`src/rtl/aes_dec_key_sched_if.sv`:
```
// Key-load / round-key stream bundle for aes_dec_key_sched.
// The slave side is the key scheduler; the master side is its client.
interface aes_dec_key_sched_if;
  logic [127:0] key_in;
  logic         key_load;
  logic         busy;
  logic         rk_valid;
  logic         rk_ready;
  logic [127:0] rk_data;
  logic [3:0]   rk_round;
  logic         rk_last;

  modport master (output key_in, key_load, rk_ready,
                  input  busy, rk_valid, rk_data, rk_round, rk_last);
  modport slave  (input  key_in, key_load, rk_ready,
                  output busy, rk_valid, rk_data, rk_round, rk_last);
endinterface

```
`src/rtl/aes_dec_key_sched.sv`:
```
// Iterative AES-128 key expander: one round key per cycle into an 11-entry store,
// then streams keys round 10 -> 0. Optional KS_ZEROIZE_EN wipes the store after the last beat.
module aes_dec_key_sched #(
  parameter int NR    = 10,
  parameter int KEY_W = 128
) (
  input  logic                 clk,
  input  logic                 rst_n,
  aes_dec_key_sched_if.slave   ks
);

  if (NR != 10 || KEY_W != 128) begin : g_param_chk
    $error("aes_dec_key_sched: only NR=10, KEY_W=128 are supported");
  end

  localparam logic [3:0] LAST = 4'(NR);

  localparam logic [0:255][7:0] SBOX = {
    128'h637c777bf26b6fc53001672bfed7ab76, 128'hca82c97dfa5947f0add4a2af9ca472c0,
    128'hb7fd9326363ff7cc34a5e5f171d83115, 128'h04c723c31896059a071280e2eb27b275,
    128'h09832c1a1b6e5aa0523bd6b329e32f84, 128'h53d100ed20fcb15b6acbbe394a4c58cf,
    128'hd0efaafb434d338545f9027f503c9fa8, 128'h51a3408f929d38f5bcb6da2110fff3d2,
    128'hcd0c13ec5f974417c4a77e3d645d1973, 128'h60814fdc222a908846eeb814de5e0bdb,
    128'he0323a0a4906245cc2d3ac629195e479, 128'he7c8376d8dd54ea96c56f4ea657aae08,
    128'hba78252e1ca6b4c6e8dd741f4bbd8b8a, 128'h703eb5664803f60e613557b986c11d9e,
    128'he1f8981169d98e949b1e87e9ce5528df, 128'h8ca1890dbfe6426841992d0fb054bb16
  };

  typedef enum logic [1:0] {S_IDLE, S_EXPAND, S_STREAM} state_t;

  state_t           r_state, w_next;
  logic [KEY_W-1:0] r_store [0:NR];
  logic [3:0]       r_cnt;
  logic [3:0]       r_ptr;
  logic [7:0]       r_rcon;
  logic             r_valid;
  logic             w_accept;
  logic [KEY_W-1:0] w_prev_key;
  logic [KEY_W-1:0] w_next_key;

  function automatic logic [7:0] xtime(input logic [7:0] b);
    return {b[6:0], 1'b0} ^ (b[7] ? 8'h1b : 8'h00);
  endfunction

  // RotWord folded into the byte order of the lookup
  function automatic logic [31:0] sub_rot(input logic [31:0] w);
    return {SBOX[w[23:16]], SBOX[w[15:8]], SBOX[w[7:0]], SBOX[w[31:24]]};
  endfunction

  function automatic logic [127:0] next_key(input logic [127:0] k, input logic [7:0] rc);
    logic [31:0] t, w0, w1, w2, w3;
    t  = sub_rot(k[31:0]) ^ {rc, 24'h0};
    w0 = k[127:96] ^ t;
    w1 = k[95:64]  ^ w0;
    w2 = k[63:32]  ^ w1;
    w3 = k[31:0]   ^ w2;
    return {w0, w1, w2, w3};
  endfunction

  assign w_accept   = r_valid & ks.rk_ready;
  assign w_prev_key = r_store[r_cnt - 4'd1];
  assign w_next_key = next_key(w_prev_key, r_rcon);

  always_ff @(posedge clk or negedge rst_n) begin
    if (!rst_n) r_state <= S_IDLE;
    else        r_state <= w_next;
  end

  always_comb begin
    w_next = r_state;
    case (r_state)
      S_IDLE:   if (ks.key_load)              w_next = S_EXPAND;
      S_EXPAND: if (r_cnt == LAST)            w_next = S_STREAM;
      S_STREAM: if (w_accept && r_ptr == 4'd0) w_next = S_IDLE;
      default:                                w_next = S_IDLE;
    endcase
  end

  always_ff @(posedge clk or negedge rst_n) begin
    if (!rst_n) begin
      r_cnt   <= '0;
      r_ptr   <= '0;
      r_rcon  <= '0;
      r_valid <= 1'b0;
      for (int i = 0; i <= NR; i++) r_store[i] <= '0;
    end else begin
      case (r_state)
        S_IDLE: if (ks.key_load) begin
          r_store[0] <= ks.key_in;
          r_rcon     <= 8'h01;
          r_cnt      <= 4'd1;
        end
        S_EXPAND: begin
          r_store[r_cnt] <= w_next_key;
          r_rcon         <= xtime(r_rcon);
          r_cnt          <= r_cnt + 4'd1;
          if (r_cnt == LAST) r_ptr <= LAST;
        end
        S_STREAM: begin
          // first STREAM cycle registers valid, giving the extra cycle of latency
          if (!r_valid) r_valid <= 1'b1;
          else if (w_accept) begin
            if (r_ptr == 4'd0) begin
              r_valid <= 1'b0;
`ifdef KS_ZEROIZE_EN
              for (int i = 0; i <= NR; i++) r_store[i] <= '0;
`endif
            end else begin
              r_ptr <= r_ptr - 4'd1;
            end
          end
        end
        default: ;
      endcase
    end
  end

  assign ks.busy     = (r_state != S_IDLE);
  assign ks.rk_valid = r_valid;
  assign ks.rk_round = r_ptr;
  assign ks.rk_last  = r_valid & (r_ptr == 4'd0);
`ifdef KS_ZEROIZE_EN
  assign ks.rk_data  = r_valid ? r_store[r_ptr] : '0;
`else
  assign ks.rk_data  = r_store[r_ptr];
`endif

endmodule

```
`src/flat_wrapper.sv`:
```
// flat-port wrapper written by rule: the top's interface ports become plain ports
module aes_dec_key_sched_flat 
#(
  parameter int NR    = 10,
  parameter int KEY_W = 128
)
  (clk, rst_n, ks_key_in, ks_key_load, ks_rk_ready, ks_busy, ks_rk_valid, ks_rk_data, ks_rk_round, ks_rk_last);
  aes_dec_key_sched_if ks_i ();
  input  logic clk;
  input  logic rst_n;
  input wire logic [$bits(ks_i.key_in)-1:0] ks_key_in;
  input wire logic [$bits(ks_i.key_load)-1:0] ks_key_load;
  input wire logic [$bits(ks_i.rk_ready)-1:0] ks_rk_ready;
  output wire logic [$bits(ks_i.busy)-1:0] ks_busy;
  output wire logic [$bits(ks_i.rk_valid)-1:0] ks_rk_valid;
  output wire logic [$bits(ks_i.rk_data)-1:0] ks_rk_data;
  output wire logic [$bits(ks_i.rk_round)-1:0] ks_rk_round;
  output wire logic [$bits(ks_i.rk_last)-1:0] ks_rk_last;
  assign ks_i.key_in = ks_key_in;
  assign ks_i.key_load = ks_key_load;
  assign ks_i.rk_ready = ks_rk_ready;
  assign ks_busy = ks_i.busy;
  assign ks_rk_valid = ks_i.rk_valid;
  assign ks_rk_data = ks_i.rk_data;
  assign ks_rk_round = ks_i.rk_round;
  assign ks_rk_last = ks_i.rk_last;
  aes_dec_key_sched #(.NR(NR), .KEY_W(KEY_W)) u_core (.clk(clk), .rst_n(rst_n), .ks(ks_i));
endmodule
```
`config.mk`:
```
export PLATFORM = sky130hd
export DESIGN_NAME = aes_dec_key_sched_flat
export DESIGN_NICKNAME = d
export VERILOG_FILES = /design/src/rtl/aes_dec_key_sched_if.sv /design/src/rtl/aes_dec_key_sched.sv /design/src/flat_wrapper.sv
export SDC_FILE = /design/constraint.sdc
export NUM_CORES = 2
export LEC_CHECK = 0
export CORE_UTILIZATION = 45
export DETAILED_ROUTE_END_ITERATION = 10
export DONT_BUFFER_PORTS = 1
export HOLD_SLACK_MARGIN = 0.15
export PLACE_DENSITY = 0.68
export SLEW_MARGIN = 20
export SYNTH_ARGS = -nofsm -noshare
export SYNTH_HDL_FRONTEND = slang
export SYNTH_SLANG_ARGS = --single-unit
```
`constraint.sdc`:
```
create_clock -name clk -period 10.9 [get_ports clk]
set_input_delay 1.09 -clock clk [delete_from_list [all_inputs] [get_ports clk]]
set_output_delay 1.09 -clock clk [all_outputs]
set_load 0.05 [all_outputs]
```
# Word-level counts from Yosys, hierarchy flattened
# Memory sizes are Yosys's and may differ from the RTL's.
# Index checks and enable logic that the tools add are counted.
# totals
mem_count	4
wordCells	101
in_bits	132
romBits	8192
ff_bits	1427
out_inout_bits	135
# classes
n_bitwise	15
n_lt_le_gt_ge	8
eq_ne	9
muxes	36
add_sub_neg	3
reduce_logical	10
# memory_table
memory	depth	width	rd	rd_clocked_by_memory_dff	wr	line_no	text
(no name shown)	256	8	1	0	0	aes_dec_key_sched.sv:47	return {SBOX[w[23:16]], SBOX[w[15:8]], SBOX[w[7:0]], SBOX[w[31:24]]};
(no name shown)	256	8	1	0	0	aes_dec_key_sched.sv:47	
(no name shown)	256	8	1	0	0	aes_dec_key_sched.sv:47	
(no name shown)	256	8	1	0	0	aes_dec_key_sched.sv:47	
# op_table
op	n
1408-bit bitwise mux	1
128-bit binary-select mux with 4-bit select	2
128-bit two-way mux	6
128-bit demux with 4-bit select	1
128-bit case mux with 2 select lines	1
32-bit XOR	5
8-bit two-way mux	9
9-bit >= comparator, second input constant	4
8-bit NOT with 9-bit output	4
4-bit two-way mux	5
4-bit case mux with 2 select lines	2
8-bit case mux with 2 select lines	1
5-bit >= comparator, second input constant	3
4-bit NOT with 5-bit output	3
2-bit by 1-bit inequality test with 1-bit output, second input constant	4
4-bit by 1-bit subtractor with 4-bit output, second input constant	2
8-bit XOR	1
2-bit two-way mux	3
2-bit case mux with 3 select lines	1
2-bit nonzero test	3
5-bit by 1-bit < comparator with 1-bit output, second input constant	1
5-bit two-way mux	1
5-bit AND reduction	1
4-bit by 1-bit adder with 4-bit output, second input constant	1
11 further kinds	16

# Longest topological paths before layout
# depth
word_depth	16
ltp_mapped	33
mapped_depth_nobuf	20

# Least setup slack after synthesis
# Ideal clock, no wire load.
# synth_timing
path_type	register to register
from	reg u_core.r_cnt[0]
to	reg u_core.r_store[1056] in the netlist's numbering
stages_incl_launch_ff	33
required_time_ns	10.767
synth_period_minus_slack_ns	7.292
arrival_time_ns	7.159
setup_slack_ns	3.608
n_path_buf	15
setup_ns	0.133
path_cell_list	dfrtp_1 -> buf_6 -> inv_2 -> clkbuf_1 -> buf_2 -> clkbuf_1 -> clkbuf_1 -> buf_1 -> clkbuf_1 -> ha_1 -> buf_4 -> buf_4 -> buf_4 -> buf_4 -> buf_4 -> mux2i_1 -> o21ai_0 -> a32o_1 -> inv_1 -> buf_1 -> ha_1 -> clkbuf_1 -> nor2_1 -> or2_1 -> mux4_2 -> o32ai_1 -> nor2_1 -> nor3_2 -> xnor2_1 -> xor2_1 -> xor2_1 -> clkbuf_1 -> o21ai_0
# synth_via
elab_chain_cells	14
elab_cells_between_ends	20
# synth_rtl
item	line_no	text
start: declaration	aes_dec_key_sched.sv:33	logic [3:0] r_cnt;
start signal: assignment	aes_dec_key_sched.sv:96	r_cnt <= r_cnt + 4'd1;
4-bit by 1-bit subtractor with 4-bit output	aes_dec_key_sched.sv:61	assign w_prev_key = r_store[r_cnt - 4'd1];
4-bit NOT with 5-bit output (implied by the code)	aes_dec_key_sched.sv:61	
128-bit binary-select mux with 4-bit select	aes_dec_key_sched.sv:61	
128-bit two-way mux (implied by the code) (2 in a row)	aes_dec_key_sched.sv:61	
8-bit NOT with 9-bit output (implied by the code)	aes_dec_key_sched.sv:47	
memory read 256 x 8 bit	-	
8-bit two-way mux (implied by the code) (2 in a row)	aes_dec_key_sched.sv:47	
32-bit XOR	aes_dec_key_sched.sv:52	t = sub_rot(k[31:0]) ^ {rc, 24'h0};
32-bit XOR	aes_dec_key_sched.sv:53	w0 = k[127:96] ^ t;
32-bit XOR	aes_dec_key_sched.sv:54	w1 = k[95:64] ^ w0;
32-bit XOR	aes_dec_key_sched.sv:55	w2 = k[63:32] ^ w1;
1408-bit bitwise mux *	aes_dec_key_sched.sv:94	r_store[r_cnt] <= w_next_key;
end signal: indexed assignment	aes_dec_key_sched.sv:94	
end: declaration	aes_dec_key_sched.sv:32	logic [KEY_W-1:0] r_store [0:NR];
# Mark *: on every way between the ends. The rest lies on a longest branch, timed or not. The select of a mux whose other input is x is not followed.
# A chain may end at the register's enable or synchronous reset.

# Worst setup path in the final report
# layout_timing
from	reg u_core.r_cnt[0]
to	reg u_core.r_store[152] in the netlist's numbering
# layout_via
elab_chain_cells	15
elab_cells_between_ends	21
# layout_rtl
item	line_no	text
4-bit by 1-bit subtractor with 4-bit output	aes_dec_key_sched.sv:61	
4-bit NOT with 5-bit output (implied by the code)	aes_dec_key_sched.sv:61	
128-bit binary-select mux with 4-bit select	aes_dec_key_sched.sv:61	
128-bit two-way mux (implied by the code) (2 in a row)	aes_dec_key_sched.sv:61	
8-bit NOT with 9-bit output (implied by the code)	aes_dec_key_sched.sv:47	
memory read 256 x 8 bit	-	
8-bit two-way mux (implied by the code) (2 in a row)	aes_dec_key_sched.sv:47	
32-bit XOR	aes_dec_key_sched.sv:52	
32-bit XOR	aes_dec_key_sched.sv:53	
32-bit XOR	aes_dec_key_sched.sv:54	
32-bit XOR	aes_dec_key_sched.sv:55	
32-bit XOR	aes_dec_key_sched.sv:56	w3 = k[31:0] ^ w2;
1408-bit bitwise mux *	aes_dec_key_sched.sv:94	
# Marks and branches as above.

==> key figures <==
Synthesis
  • Post-synth EDFFs: 0
  • Top post-synthesis cells by area: dfrtp_1 (40%), mux4_2 (12%), o21ai_0 (9.7%), nand2_1 (8.9%), mux2i_1 (4.0%)
  • Netlist cell types: 92
  • Flip-flop and latch count after synthesis: 1,427
  • Mapped Cells: 10,000
  • Syn_nets: 10,200
  • Synth area leader: dfrtp_1
  • Asr flop ratio synth: 100%
  • Count leader, synth: nand2_1
  • Register area share after synthesis: 39.9%
  • Synthesis Warnings: 0
  • Most frequent cells after synthesis: nand2_1 (2,119), o21ai_0 (1,738), dfrtp_1 (1,427)
  • Top FF cell, synth: dfrtp_1
  • Synth top area share: 39.9%
  • Synthesized cell area: 89,600 um^2
  • Synthesized area per cell: 8.94 um^2

Floorplanning
  • Die W: 448 um
  • Total die area: 201,000 um^2
  • I/O pin total: 267
  • Num rows: 163
  • Die height: 448 um
  • Core ar.: 198,000 um^2
  • Initial Util: 45.3%

Detailed routing
  • WL final: 388,000 um
  • Initial DRC Count: 11,400
  • Via count: 83,800
  • Detail Route Antenna Nets: 0
  • Avg WL per Cell: 31.8 um
  • Vias per cell: 6.87
  • Detailed Routing Iterations Pass 1: 7
  • DRC: 0

Timing
  • Setup-failing EPs final: 0
  • Final period util: 83.1%
  • Fin. Hold Viols: 0
  • Max Slew Vio Count: 0
  • Peak Freq: 110 MHz
  • RSZ-0062 raised after global routing: false
  • Post-route setup TNS: 0 ps
  • Final setup margin: 1840 ps
  • Final Skew: 41.4 ps
  • Rel. slew slack: 17.1%
  • Worst slew pin tran: 1240 ps
  • Final min period: 9060 ps

Clocking
  • H-tree depth: 4
  • Worst-skew pair later-pin latency: 860 ps
  • Clock-pin slew on the worst setup and hold paths: 60 ps
  • Cts hold-fix bufs: 2
  • CTS tree: yes
  • CTS Buf Count: 152
  • Root buf cell: clkbuf_16
  • Setup bufs post-CTS: 0
  • CTS sink cnt: 1,427
  • Post-CTS resize count: 0
  • CTS max path bufs: 3

Global routing
  • First-pass GRT wire length: 564,000 um
  • Initial antenna violation count: 25
  • GRT Resource Usage Total: 38.1%
  • Largest net degree at the start of global routing: 230
  • Grt total ovfl: 0
  • Vias in the first global route: 80,900

Critical path
  • Worst path max stage delay: 920 ps
  • R2R cell count: 20
  • Worst path required time: 11,570 ps
  • CP startpoint kind: flop
  • CP max stage cell: ha_1
  • Arrival time worst endpoint: 9730 ps
  • Crit-path cells: inv_6 -> ha_4 -> buf_4 -> mux2i_1 -> a21oi_1 -> a32o_1 -> buf_4 -> inv_2 -> ha_1 -> o211ai_1 -> o21ai_0 -> nand2_1 -> a21oi_1 -> a211o_1 -> o31a_1 -> a221oi_1 -> xnor2_2 -> xnor2_2 -> xnor2_1 -> o21ai_0
  • Crit end category: flop
  • CP Max Fanout: 60
  • Critical path class: flop to flop

Layout
  • Area Growth Syn to Fin: 8.22%
  • Nets: 9,641
  • Layout cells sized above 1: 12.8%
  • Fill cells: 18,100
  • Sequential cell area: 35,700 um^2
  • Area of the multi-input gates: 49,800 um^2

Place
  • HPWL after DPL: 247,000 um
  • IO Port Bufs: 0
  • GPL Wtd Cong: 1.05
  • Post-place setup slack: 2170 ps

Run
  • Max cap viols: 0

Min path
  • Worst hold-check path type: input port to asynchronous set/reset pin

Status
  • Outcome: completed
worst paths after layout:
path,startpoint,end,slack [ps]
hold / removal,rst_n,u_core.r_store[735],200
setup / recovery,u_core.r_cnt[0],u_core.r_store[152],1840
min in group clk,ks_key_in[117],u_core.r_store[1397],430
max in group asynchronous,rst_n,u_core.r_store[797],7460
hold reg to reg,u_core.r_store[936],u_core.r_store[936],500
setup reg to reg,u_core.r_cnt[0],u_core.r_store[152],1840
cell families after synthesis:
logic type	count (synthesis)	synth area share [%]
buf+inv	1101	5.34
simple gates	3037	13.6
fa+ha+maj	62	0.866
flops	1427	39.9
mux	872	16.5
compound gates	3329	21.9
xor+xnor	189	1.96
flip-flops by register name, summed over array words and instances (netlist names):
name                count
u_core.ks.rk_round      4
u_core.ks.rk_valid      1
u_core.r_store       1408
u_core.r_rcon           8
u_core.r_cnt            4
u_core.r_state          2
final cells by class:
cell class | instances | area share [%]
flip-flops and latches | 1427 | 36.9
multi-input cells | 7489 | 51.4
inverters | 34 | 0.139
diodes | 6 | 0.0155
clock buffers | 226 | 4.63
well taps | 2640 | 3.41
repair buffers | 343 | 3.10
clock inverters | 37 | 0.466
per-stage QoR:
stage	std cells	utilization, %	hold WS (ps)	instance area, um^2
2_1_floorplan	10000	-	457	89600
3_3_place_gp	11900	46.4	471	91700
3_5_place_dp	11900	46.4	484	91800
4_1_cts	12200	49.0	202	96800
5_1_grt	12200	49.0	231	96900
6_report	12200	49.1	195	96900
critical path, delay by kind of cell (launching register included):
kind	cells	cell delay, ps
fa+ha+maj	2	1780
compound gates	9	2010
xor+xnor	3	2220
simple gates	1	130
flops	1	570
buf+inv	4	1850
mux	1	250
routing by layer:
metal,global-route usage [%],vias up,wire (um)
met4,27.4,26,31500
met2,55.2,5834,167000
li1,-,35100,-
met5,0,-,165
met1,48.6,41500,142000
met3,11.0,1318,47200
placed cells by master (no fill, tap or decap), types with 53 or more instances in the layout:
| cell | n |
|---|---|
| a221oi_1 | 53 |
| o21ai_0 | 1606 |
| o211ai_1 | 243 |
| a31oi_1 | 81 |
| clkbuf_16 | 155 |
| xnor2_1 | 99 |
| o21ai_1 | 197 |
| ha_1 | 61 |
| a21oi_1 | 496 |
| mux4_2 | 478 |
| nor2_1 | 490 |
| nand3_1 | 135 |
| buf_4 | 313 |
| a211oi_1 | 185 |
| nand2_1 | 2107 |
| nor3_1 | 133 |
| mux2i_1 | 358 |
| dfrtp_1 | 1422 |
Power is left out: the tool's default activity adds up to more than one toggle a clock period on the data nets, which glitch-free logic cannot reach.
